<file path="src/rtl/core_pkg.sv">
// Shared fetch-stage types and constants for the RV32 core.
package core_pkg;
    localparam int XLEN = 32;
    localparam logic [XLEN-1:0] NOP_INSTR_ENC = 32'h0000_0013;
    localparam logic [XLEN-1:0] PC_STEP       = 32'd4;

    typedef enum logic [2:0] {BOOT, REQ, WAIT, KILL, HOLD} fetch_state_t;

    function automatic logic [XLEN-1:0] word_align(input logic [XLEN-1:0] a);
        return {a[XLEN-1:2], 2'b00};
    endfunction
endpackage

</file>
<file path="src/rtl/pc_fetch_ctrl_pc.sv">
// Architectural PC register with load enable; the next value is chosen by the caller.
module pc
    import core_pkg::*;
#(
    parameter logic [XLEN-1:0] RESET_VECTOR = '0
) (
    input  logic            clk,
    input  logic            reset,
    input  logic            en,
    input  logic [XLEN-1:0] d,
    output logic [XLEN-1:0] q
);
    always_ff @(posedge clk or negedge reset) begin
        if (!reset)  q <= RESET_VECTOR;
        else if (en) q <= d;
    end
endmodule

</file>
<file path="src/rtl/pc_fetch_ctrl.sv">
// Fetch sequencer: PC selection, single-outstanding imem handshake, IF/ID presentation.
module pc_fetch_ctrl
    import core_pkg::*;
#(
    parameter logic [XLEN-1:0] RESET_VECTOR = 32'h0000_0000,
    parameter logic [XLEN-1:0] NOP_INSTR    = NOP_INSTR_ENC
) (
    input  logic            clk,
    input  logic            reset,
    input  logic            stall_i,
    input  logic            br_taken_i,
    input  logic [XLEN-1:0] br_target_i,
    input  logic            trap_i,
    input  logic [XLEN-1:0] trap_vec_i,
    output logic            imem_req_o,
    output logic [XLEN-1:0] imem_addr_o,
    input  logic            imem_gnt_i,
    input  logic            imem_rvalid_i,
    input  logic [XLEN-1:0] imem_rdata_i,
    output logic            if_valid_o,
    output logic [XLEN-1:0] if_pc_o,
    output logic [XLEN-1:0] if_instr_o,
    output logic            flush_o,
    output logic [XLEN-1:0] pc_o
);
    fetch_state_t    state;
    logic [XLEN-1:0] pc_q, pc_d, target, hold_pc, hold_instr;
    logic            pc_en, redirect;

    assign redirect = trap_i | br_taken_i;
    assign target   = word_align(trap_i ? trap_vec_i : br_target_i);

    always_comb begin
        pc_en = 1'b0;
        pc_d  = pc_q + PC_STEP;
        if (redirect) begin
            pc_en = 1'b1;
            pc_d  = target;
        end else begin
            case (state)
                WAIT:    pc_en = imem_rvalid_i & ~stall_i;
                HOLD:    pc_en = ~stall_i;
                default: pc_en = 1'b0;
            endcase
        end
    end

    pc #(.RESET_VECTOR(RESET_VECTOR)) u_pc (
        .clk   (clk),
        .reset (reset),
        .en    (pc_en),
        .d     (pc_d),
        .q     (pc_q)
    );

    // A stale rvalid in KILL always ends the kill, even if another redirect lands that cycle.
    always_ff @(posedge clk or negedge reset) begin
        if (!reset) begin
            state      <= BOOT;
            hold_pc    <= '0;
            hold_instr <= NOP_INSTR;
        end else begin
            case (state)
                BOOT: state <= REQ;
                REQ:  if (imem_gnt_i) state <= redirect ? KILL : WAIT;
                WAIT: begin
                    if (redirect) begin
                        state <= imem_rvalid_i ? REQ : KILL;
                    end else if (imem_rvalid_i) begin
                        state <= stall_i ? HOLD : REQ;
                        if (stall_i) begin
                            hold_pc    <= pc_q;
                            hold_instr <= imem_rdata_i;
                        end
                    end
                end
                KILL: if (imem_rvalid_i) state <= REQ;
                HOLD: if (redirect || !stall_i) state <= REQ;
                default: state <= BOOT;
            endcase
        end
    end

    assign imem_req_o  = (state == REQ);
    assign imem_addr_o = pc_q;
    assign pc_o        = pc_q;
    assign flush_o     = redirect & reset;

    // Instruction is offered as soon as it returns; stall only decides whether it is parked in HOLD.
    always_comb begin
        if_valid_o = 1'b0;
        if_pc_o    = '0;
        if_instr_o = NOP_INSTR;
        if (!redirect) begin
            case (state)
                WAIT: if (imem_rvalid_i) begin
                    if_valid_o = 1'b1;
                    if_pc_o    = pc_q;
                    if_instr_o = imem_rdata_i;
                end
                HOLD: begin
                    if_valid_o = 1'b1;
                    if_pc_o    = hold_pc;
                    if_instr_o = hold_instr;
                end
                default: ;
            endcase
        end
    end
endmodule

</file>
<file path="config.mk">
export PLATFORM = sky130hd
export DESIGN_NAME = pc_fetch_ctrl
export DESIGN_NICKNAME = d
export VERILOG_FILES = /design/src/rtl/core_pkg.sv /design/src/rtl/pc_fetch_ctrl_pc.sv /design/src/rtl/pc_fetch_ctrl.sv
export SDC_FILE = /design/constraint.sdc
export NUM_CORES = 1
export LEC_CHECK = 0
export ABC_AREA = 1
export BUFFER_PORTS_ARGS = -buffer_cell sky130_fd_sc_hd__buf_2
export CAP_MARGIN = 20
export CORE_MARGIN = 4
export CORE_UTILIZATION = 40
export DETAILED_ROUTE_END_ITERATION = 10
export PLACE_DENSITY = 0.79
export SETUP_SLACK_MARGIN = 0.02
export SYNTH_ARGS = -nofsm -noshare
export SYNTH_HDL_FRONTEND = slang
export SYNTH_HIERARCHICAL = 1
export SYNTH_SLANG_ARGS = --single-unit
export TNS_END_PERCENT = 5
</file>
<file path="constraint.sdc">
create_clock -name clk -period 2.2 [get_ports clk]
set_clock_uncertainty 0.2 [all_clocks]
set_input_delay 0.11 -clock clk [delete_from_list [all_inputs] [get_ports clk]]
set_output_delay 0.11 -clock clk [all_outputs]
set_load 0.03 [all_outputs]
</file>
Word level (Yosys, flattened, before mapping) --
Cells that the tools add are included.
Storage, ports and cells: register bits 99, output and inout port bits 131, word-level logic and storage cells 45
Cells by class: add/subtract/negate cells 1, equal/unequal tests 8, mux-type cells 22, bitwise operators 5, reductions and logical operators 5
Operators by type and width (number):
- 32-bit 2-to-1 mux | 6
- 32-bit one-hot mux with 2 select lines | 2
- 32-bit by 3-bit adder with 32-bit output, second input constant | 1
- 3-bit 2-to-1 mux | 6
- 3-bit one-hot mux with 5 select lines | 1
- 4-bit AND reduction | 2
- 3-bit by 2-bit == test with 1-bit output, second input constant | 2
- 1-bit 2-to-1 mux | 4
- 2-bit inequality test, second input constant | 2
- 1-bit one-hot mux with 2 select lines | 2
- 3-bit by 1-bit == test with 1-bit output, second input constant | 1
- 3-bit == test, second input constant | 1
- 3-bit logical NOT | 1
- 3-bit inequality test, second input constant | 1
- 1-bit AND | 2
- 2-bit 2-to-1 mux | 1
- 2-bit by 1-bit inequality test with 1-bit output, second input constant | 1
- 1-bit inverter | 2
- 1-bit logical NOT | 1
- 1-bit logical OR | 1
- 1-bit OR | 1

Depth between registers and ports, before layout --
Gate-level depths: netlist of run 1.
depth in word-level cells 4, gate-level depth with buffers 12, depth with buffers taken out 11

By module --
Netlist of run 1, hierarchy kept.
By module, submodules not included:
- pc_fetch_ctrl | times used 1, cells each 811, area each 5123.7 um^2, seq. area each 1680.4 um^2
- pc | times used 1, cells each 136, area each 1292.5 um^2, seq. area each 800.8 um^2

Worst setup path after synthesis of run 1 --
OpenSTA, ideal clock, no wires.
path kind register to register, from register u_pc.q[2], to register u_pc.q[26], arrival time 1.757 ns, data required time 1.881 ns, path slack 0.125 ns, cell stages (with the launch flop) 11, path buffers 0, clock period less this slack 2.075 ns, path through dfrtp_1 -> ha_1 -> nand2_1 -> nor2_2 -> nand2_1 -> nor2_1 -> nand3_1 -> nand3_1 -> nand2_1 -> nand2_1 -> nand2_1
Between the ends: word-level cells in the longest chain between the ends 2
RTL lines:
- from (decl) | line pc_fetch_ctrl_pc.sv:11 | output logic [XLEN-1:0] q
- from (signal assigned) | line pc_fetch_ctrl_pc.sv:14 | if (!reset) q <= RESET_VECTOR;
- from (signal assigned) | line pc_fetch_ctrl_pc.sv:15 | else if (en) q <= d;
- 32-bit by 3-bit adder with 32-bit output | line pc_fetch_ctrl.sv:35 | pc_d = pc_q + PC_STEP;
- 32-bit 2-to-1 mux | line pc_fetch_ctrl.sv:36 | if (redirect) begin
- via pc_d[26] | line pc_fetch_ctrl.sv:27 | logic [XLEN-1:0] pc_q, pc_d, target, hold_pc, hold_instr;
The timed path passes the listed nets, and every way through them passes these cells. A chain may end at the register's enable or synchronous reset.

Worst setup path in the final report of run 1 --
from register state[0], to output if_instr_o[14]
Between the ends: word-level cells in the longest chain between the ends 3
RTL lines:
- from (decl) | line pc_fetch_ctrl.sv:26 | fetch_state_t state;
- from (signal assigned) | line pc_fetch_ctrl.sv:65 | REQ: if (imem_gnt_i) state <= redirect ? KILL : WAIT;
- from (signal assigned) | line pc_fetch_ctrl.sv:68 | state <= imem_rvalid_i ? REQ : KILL;
- from (signal assigned) | line pc_fetch_ctrl.sv:70 | state <= stall_i ? HOLD : REQ;
- 3-bit == test or 3-bit by 2-bit == test with 1-bit output (tied branches) | line pc_fetch_ctrl.sv:95 | case (state)
- 32-bit one-hot mux with 2 select lines (*) | line pc_fetch_ctrl.sv:95
- 32-bit 2-to-1 mux (*) | line pc_fetch_ctrl.sv:94 | if (!redirect) begin
- to (decl) | line pc_fetch_ctrl.sv:22 | output logic [XLEN-1:0] if_instr_o,
Mark *: on every way between the ends. The rest lies on a longest branch, timed or not.

==> metrics.csv, run 1 <==
stage;metric;value;unit
outcome;status;complete, but fails checks;
outcome;failing checks;negative setup slack;
logic_synthesis;Area contributors post-synth;dfrtp_1 37%, nand2_1 21%, nor2_1 6.1%;
min_path;Hold Path Class;input port to register;
setup_path;crit path DAT;1980;ps
global_routing;total grt overflow;0;
logic_synthesis;Avg Inst Size Synth;6.78;µm²
logic_synthesis;post-synth cell types;33;
logic_synthesis;largest family of logic cells by synthesized area;simple AND/OR/NAND/NOR gates;
placement;placed cell count;1336;
pwr;Worst IR Drop VDD;0.000399;V
logic_synthesis;Synth Area in Adders;0.00195;
global_routing;first-pass GRT wire length;36600;µm
setup_path;CP Class;register to output port;
clock_network;TritonCTS Buffers;9;
placement;cell area after placement;7590;µm²
placement;hpwl dp;14600;µm
pwr;pwr dens;789;nW/µm²
clock_network;Clock Path Buffers;2;
setup_path;crit end category;output port;
timing;Final setup viols;31;
placement;routability cong.;0.898;
final_layout;post-route cell area;9180;µm²
logic_synthesis;Synth Instances;947;
routing;Final ANT Viol Nets;0;
routing;DR vias;7475;
logic_synthesis;simple-gate share of the synthesized area;0.330;
floorplanning;Top Ports;234;
setup_path;startpoint types;register;
floorplanning;core area;15800;µm²
floorplanning;Rows;46;
timing;final setup margin;-89.5;ps
final_layout;diode count;0;
logic_synthesis;area leader, netlist;dfrtp_1;
global_routing;initial antenna violation count;0;
setup_path;Worst Path Required;1890;ps
timing;Fin. Hold Viols;0;
routing;drt pass-1 iters;5;
global_routing;largest net degree at the start of global routing;100;
logic_synthesis;register bit total from synthesis;99;
routing;DRT iter0 DRCs;705;
placement;port bufs;229;
timing;fin crit period;2290;ps
global_routing;GRT Total Usage;0.250;
floorplanning;Starting Density;0.405;
final_layout;nets;1321;
final_layout;non-filler cells, final;1438;
clock_network;clock-pin slew on the worst setup and hold paths;70;ps
floorplanning;Die X-Extent;135;µm
final_layout;Area Growth Syn to Fin;43.0;%
logic_synthesis;yosys warns;6;
timing;RSZ-0062 raised after global routing;true;
floorplanning;Die Area;18100;µm²
logic_synthesis;Yosys top cell area share;0.374;
timing;period utilisation layout;1.04;
timing;Worst Tran Pin Value;550;ps
timing;relative slew slack;0.633;
routing;routed wire length;23200;µm
logic_synthesis;Post-synth top flop;dfrtp_1;
logic_synthesis;Post-Synthesis Cell Area;6420;µm²
logic_synthesis;number of synthesized flops with an enable pin;0;
final_layout;multi-input logic area;3310;µm²
logic_synthesis;mux share of post-synthesis cell area;0;
clock_network;worst skew pair latency;350;ps
clock_network;H-tree depth;3;
routing;Residual DRC;0;
flow_run;max-cap violations;0;
clock_network;CTS Root Cell;clkbuf_16;
logic_synthesis;Compound-Gate Fraction of Synth Area;0.158;
logic_synthesis;most frequent cell after synthesis;nand2_1;
timing;Fin Hold WS;3.05;ps
timing;Max Clk Rate;437;MHz
pwr;Pleak;4.40;nW
setup_path;crit-path max FO;20;
logic_synthesis;fraction of registers with async set/reset;1.00;
clock_network;CTS sink count;99;
timing;Fin Setup TNS;-941;ps
logic_synthesis;Seq/Total Area, Yosys;0.387;
final_layout;layout cell share with drive strength beyond 1;0.287;
logic_synthesis;syn_nets;1051;
logic_synthesis;Post-synth top cells;365 x nand2_1, 105 x nor2_1, 96 x dfrtp_1;
final_layout;Fillers;1378;
pwr;total power;0.00724;W
global_routing;vias in the first global route;7221;
clock_network;CTS tree;built;
final_layout;FF/Latch Area;2480;µm²
routing;Vias per Instance;5.20;
floorplanning;Die Height;135;µm
routing;wire per inst;16.1;µm
logic_synthesis;xor and xnor area share after synthesis;0.00137;
timing;max-slew violations;0;
state kept, by name, summed over array words and instances, names as in the netlist:
signal	flops
hold_instr	32
hold_pc	32
state	3
u_pc/q	32
cell type report:
class / instances / share of cell area
Sequential cell: 99 / 0.271
Multi-Input combinational cell: 712 / 0.361
Tap cell: 216 / 0.0295
Clock inverter: 5 / 0.00573
Clock buffer: 11 / 0.0265
Timing Repair Buffer: 342 / 0.284
Inverter: 53 / 0.0226
final timing paths:
check	slack, ps	to	depth (start not counted)	start
worst min-delay path	3	u_pc/q[28]	7	br_target_i[28]
worst min register to register	270	hold_instr[0]	2	hold_instr[0]
max in group asynchronous	1180	state[0]	3	reset
min in group asynchronous	170	hold_pc[19]	3	reset
worst max register to register	50	hold_instr[3]	10	state[0]
worst max-delay path	-90	if_instr_o[14]	8	state[0]
logic make-up after synthesis:
family | Yosys count
compound gates | 178
xor+xnor | 1
fa+ha+maj | 1
buf+inv | 136
flops | 99
simple gates | 532
timing repair:
| item | in CTS | in global routing |
|---|---|---|
| endpoints found under the hold margin | 160 | 0 |
| pin swaps | 4 | 6 |
| setup endpoints to repair | 62 | 159 |
| gates cloned | 2 | 0 |
| resized for setup | 82 | 71 |
| setup buffers | 11 | 2 |
| hold buffers | 73 | 0 |
cell usage in the layout, fill, tap and decap left out, drive strengths merged:
cell	instances
a31oi	1
ha	1
and2	1
nand2	376
dlygate4sd3	73
bufinv	1
a22oi	34
o21ai	88
buf	269
o211ai	2
xor2	1
nand3b	1
or2	2
inv	52
clkinvlp	1
o22ai	1
nor2	109
a21oi	51
clkbuf	11
nand3	39
dfstp	3
nor3	4
dfrtp	96
a32oi	1
clkinv	4
power breakdown:
group / total (W) / switching (W) / internal [W]
clock network: 0.00161 / 0.000703 / 0.000908
logic: 0.00274 / 0.00172 / 0.00103
registers: 0.00288 / 0.000515 / 0.00237
total: 0.00724 / 0.00294 / 0.00430
per-layer routing:
layer	vias to the layer above	part of all wire	track usage
met4	0	0.029	0.0933
met1	3479	0.40	0.317
met2	397	0.49	0.431
li1	3541	-	-
met3	58	0.078	0.0410
met5	-	0	0
worst max-delay path, cell delays in order (launching register included):
cell and delay (ps):
dfrtp_2 440, nor3_4 220, inv_2 70, nor2_4 150, buf_4 150, buf_12 150, a22oi_1 80, nor2_1 170
buf_4 200
through the flow:
stage | setup slack, ps | utilization
finish | -89.5 | 0.580
CTS | -50.5 | 0.569
detailed placement | 70.5 | 0.480
floorplan | 125 | -
global placement | 108 | 0.480
global route | -183 | 0.580
(Power assumes the default switching activity.)
==> inputs of run 2 (changes only) <==
Settings changed: GPL_TIMING_DRIVEN from default to 0.
==> metrics.csv, run 2 (synthesized netlist as in run 1, its figures left out) <==
stage;metric;value;unit
global_routing;total grt overflow;0;
global_routing;initial antenna violation count;0;
timing;period utilisation layout;1.04;
floorplanning;Top Ports;234;
timing;max-slew violations;0;
pwr;Pleak;4.59;nW
routing;wire per inst;17.5;µm
final_layout;FF/Latch Area;2490;µm²
global_routing;first-pass GRT wire length;39400;µm
final_layout;multi-input logic area;3350;µm²
setup_path;startpoint types;register;
clock_network;CTS tree;built;
placement;routability cong.;0.914;
placement;hpwl dp;17400;µm
timing;final setup margin;-85.6;ps
setup_path;crit-path max FO;10;
timing;Fin Setup TNS;-1100;ps
placement;cell area after placement;7860;µm²
timing;Worst Tran Pin Value;778;ps
pwr;Worst IR Drop VDD;0.000422;V
clock_network;Hold Buf Count CTS;74;
clock_network;Clock Path Buffers;2;
timing;relative slew slack;0.481;
global_routing;largest net degree at the start of global routing;52;
routing;Final ANT Viol Nets;0;
timing;RSZ-0062 raised after global routing;true;
outcome;status;complete, but fails checks;
final_layout;Fillers;1390;
global_routing;vias in the first global route;7463;
timing;Fin Hold WS;-422;ps
min_path;Hold Path Class;input port to async pin;
final_layout;layout cell share with drive strength beyond 1;0.312;
routing;Vias per Instance;5.25;
clock_network;CTS sink count;99;
routing;drt pass-1 iters;6;
clock_network;clock-pin slew on the worst setup and hold paths;70;ps
final_layout;post-route cell area;9570;µm²
setup_path;Worst Path Required;1890;ps
setup_path;crit path DAT;1980;ps
setup_path;CP Class;register to output port;
placement;port bufs;229;
final_layout;Finished Core Util;0.605;
pwr;total power;0.00735;W
routing;DRT iter0 DRCs;923;
floorplanning;Die X-Extent;135;µm
routing;DR vias;7837;
setup_path;crit end category;output port;
timing;Final setup viols;36;
final_layout;most frequent cells in the layout;358 x nand2_1, 168 x buf_2, 100 x nor2_1;
timing;Max Clk Rate;438;MHz
clock_network;worst skew pair latency;350;ps
final_layout;commonest non-fill, non-tap cell in the layout;nand2_1;
routing;Residual DRC;0;
global_routing;GRT Total Usage;0.275;
timing;Fin. Hold Viols;50;
timing;fin crit period;2290;ps
floorplanning;Starting Density;0.405;
routing;routed wire length;26100;µm
clock_network;TritonCTS Buffers;9;
clock_network;CTS Root Cell;clkbuf_16;
final_layout;Area Growth Syn to Fin;49.2;%
pwr;pwr dens;768;nW/µm²
outcome;failing checks;negative hold slack, negative setup slack;
floorplanning;core area;15800;µm²
final_layout;nets;1376;
flow_run;max-cap violations;0;
floorplanning;Rows;46;
floorplanning;Die Area;18100;µm²
clock_network;H-tree depth;3;
floorplanning;Die Height;135;µm
final_layout;Top Registers;hold_instr x32, hold_pc x32, u_pc/q x32;
[run 2: worst paths after layout]
check | to | slack (ps) | cells after the start | startpoint
min in group clk | u_pc/q[15] | 20 | 7 | trap_vec_i[15]
max in group asynchronous | hold_instr[0] | 1450 | 2 | reset
hold / removal | u_pc/q[24] | -420 | 1 | reset
setup / recovery | if_instr_o[14] | -90 | 8 | state[0]
hold reg to reg | hold_instr[0] | 270 | 2 | hold_instr[0]
setup reg to reg | u_pc/q[24] | 50 | 12 | state[0]
[run 2: worst max-delay path, stage by stage, from the launching register on]
cell     delay [ps]
dfrtp_2         450
nor3_4          210
inv_2            70
nor2_4          120
buf_8           170
buf_8           150
a22oi_1          80
nor2_1          160
buf_4           210
[run 2: per-stage QoR]
stage / instances / setup WS (ps) / hold WS, ps
final: 1493 / -85.6 / -422
after global routing: 1492 / -210 / -366
after CTS: 1487 / -70.7 / -381
after detailed placement: 1393 / -213 / -5.22
after global placement: 1392 / -431 / 123
after floorplan: 947 / 125 / -386
[run 2: report_power, final]
group | leakage [nW] | internal (W) | total (W) | switching, W
clock network | 0.132 | 0.000794 | 0.00152 | 0.000725
logic | 3.20 | 0.00115 | 0.00291 | 0.00176
registers | 1.26 | 0.00237 | 0.00292 | 0.000547
total | 4.59 | 0.00431 | 0.00735 | 0.00304
[run 2: area by class of cell]
class	instances	share of cell area
Multi-Input combinational cell	712	0.350
Buffer	83	0.0708
Sequential cell	99	0.260
Tap cell	216	0.0282
Timing Repair Buffer	314	0.240
Inverter	53	0.0224
Antenna cell	1	0.000261
Clock inverter	4	0.00274
Clock buffer	11	0.0254
[run 2: repair_timing]
action / 4_1_cts / 5_1_grt
setup buffers: 5 / 3
gates resized for setup: 111 / 80
endpoints found under the hold margin: 113 / 50
setup endpoints to repair: 97 / 98
pin swaps: 3 / 7
gates cloned: 0 / 2
[run 2: routing by layer]
metal,vias up,part of all wire,GRT usage
li1,3666,-,-
met1,3648,0.40,0.350
met2,457,0.49,0.466
met3,66,0.082,0.0499
met4,0,0.031,0.104
met5,-,0,0
==> inputs of run 3 (changes only) <==
Settings changed: REMOVE_ABC_BUFFERS from default to 1.
Clock period 2.2 ns to 2.4 ns, I/O delays scaled along.
==> metrics.csv, run 3 (synthesized netlist as in run 1, its figures left out) <==
stage;metric;value;unit
global_routing;largest net degree at the start of global routing;82;
pwr;Clk network pwr share;0.231;
floorplanning;Die Height;135;µm
clock_network;CTS sink count;99;
timing;period utilisation layout;0.996;
setup_path;crit path DAT;2070;ps
clock_network;clock-pin slew on the worst setup and hold paths;60;ps
min_path;HP Start;imem_gnt_i;
pwr;Comb pwr share;0.368;
routing;DRT iter0 DRCs;572;
timing;Worst Tran Pin Value;813;ps
timing;RSZ-0062 raised after global routing;true;
setup_path;r2r worst-path depth;10;
global_routing;vias in the first global route;6854;
pwr;Seq pwr share;0.401;
setup_path;FF-to-FF setup slack;110;ps
routing;routed wire length;22700;µm
pwr;total power;0.00657;W
routing;Vias per Instance;5.09;
routing;drt pass-1 iters;5;
global_routing;GRT Total Usage;0.240;
setup_path;R2R Path Start;state[0];
pwr;Worst IR Drop VDD;0.000385;V
timing;Fin. Hold Viols;0;
final_layout;layout cell share with drive strength beyond 1;0.263;
final_layout;commonest non-fill, non-tap cell in the layout;nand2_1;
min_path;Hold EP;state[1];
setup_path;RR Endpoint;u_pc/q[27];
placement;Post-Place Setup Slack;-1180;ps
timing;Max Clk Rate;418;MHz
floorplanning;Starting Density;0.405;
routing;Final ANT Viol Nets;0;
floorplanning;Rows;46;
clock_network;CTS Root Cell;clkbuf_16;
placement;port bufs;229;
global_routing;first-pass GRT wire length;34800;µm
timing;relative slew slack;0.455;
routing;metal3 WL;1690;µm
clock_network;CTS tree;built;
clock_network;Clock Path Buffers;2;
pwr;pwr dens;744;nW/µm²
placement;hpwl dp;13500;µm
setup_path;startpoint types;register;
global_routing;total grt overflow;0;
final_layout;Top Registers;hold_instr x32, hold_pc x32, u_pc/q x32;
floorplanning;Top Ports;234;
final_layout;Area Growth Syn to Fin;37.6;%
routing;routed metal-1 wire length;9600;µm
clock_network;TritonCTS Buffers;9;
timing;Final setup viols;0;
floorplanning;core area;15800;µm²
pwr;Psw;0.00264;W
timing;Fin Hold WS;23.8;ps
final_layout;nets;1303;
pwr;cell-internal power;0.00393;W
setup_path;Worst Path Required;2080;ps
setup_path;crit end category;output port;
min_path;Hold Path Class;input port to register;
outcome;status;complete, no violations;
pwr;switching share of power;0.402;
timing;final setup margin;9.21;ps
routing;Residual DRC;0;
timing;fin crit period;2390;ps
clock_network;H-tree depth;3;
floorplanning;Die X-Extent;135;µm
floorplanning;Die Area;18100;µm²
final_layout;Finished Core Util;0.558;
routing;DR vias;7238;
pwr;Pleak;4.32;nW
timing;max-slew violations;0;
routing;wire per inst;16.0;µm
placement;routability cong.;0.835;
clock_network;worst skew pair latency;350;ps
min_path;hold path depth;5;
global_routing;initial antenna violation count;0;
setup_path;crit-path max FO;32;
final_layout;most frequent cells in the layout;362 x nand2_1, 194 x buf_2, 99 x nor2_1;
setup_path;CP Class;register to output port;
routing;WL met2;10800;µm
routing;highest routed metal layer;met4;
flow_run;max-cap violations;0;
## run 3: changes by cell type in the layout (fill, tap and decap cells not counted), sizes merged
cell,before,now
clkbuf,42,16
clkinvlp,1,3
inv,54,53
nor2,109,110
bufinv,0,1
dlygate4sd3,74,70
buf,292,247
## run 3: final cells by class
class	instances	area (µm²)
clock buffer	12	267
antenna	1	2.50
timing repair buffer	321	2260
fill	1393	7000
multi-input combinational	713	3250
tap	216	270
sequential	99	2480
inverter	53	231
clock inverter	4	47.5
timing repair inverter	2	13.8
## run 3: stage by stage
stage / instance area, µm² / std cells / setup TNS (ps)
global route: 8830 / 1420 / -2290
CTS: 8660 / 1414 / 0
global placement: 7250 / 1309 / -639510
detailed placement: 7430 / 1315 / -137260
floorplan: 5840 / 864 / -191220
finish: 8830 / 1421 / 0
## run 3: metal layers
| metal | GRT usage | vias to the layer above |
|---|---|---|
| li1 | - | 3508 |
| met1 | 0.313 | 3340 |
| met2 | 0.396 | 344 |
| met3 | 0.0384 | 46 |
| met4 | 0.104 | 0 |
| met5 | 0 | - |
## run 3: critical path: stages, from the launching register on
cell and delay (ps):
dfrtp_1 420, buf_4 150, nor2_2 160, nand2_4 150, inv_16 130, buf_16 210, a22oi_1 110, nor2_1 170
buf_4 210
## run 3: power by group through the flow
stage	clock network, W	registers (W)	logic (W)
floorplan	0	0.00293	0.00105
global placement	0	0.00261	0.00202
detailed placement	0	0.00264	0.00211
CTS	0.00157	0.00262	0.00233
global route	0.00163	0.00270	0.00264
finish	0.00152	0.00263	0.00242
## run 3: what timing repair did
item,CTS,global route
gates cloned,4,2
pin swaps,4,3
gates resized for setup,28,58
hold buffers,70,0
setup buffers,9,4
endpoints found under the setup margin,164,112
hold endpoints to repair,105,0
## run 3: how the worst max path moves through the flow
stage                    start             end  slack [ps]  cells after the start
floorplan           br_taken_i  hold_instr[14]       -1930                      7
global placement        trap_i      u_pc/q[27]       -5270                      6
detailed placement      trap_i   hold_instr[1]       -1180                     10
CTS                   state[1]  if_instr_o[30]          20                      9
global route          state[1]     if_pc_o[28]        -110                      8
finish                state[1]     if_pc_o[28]           9                      8
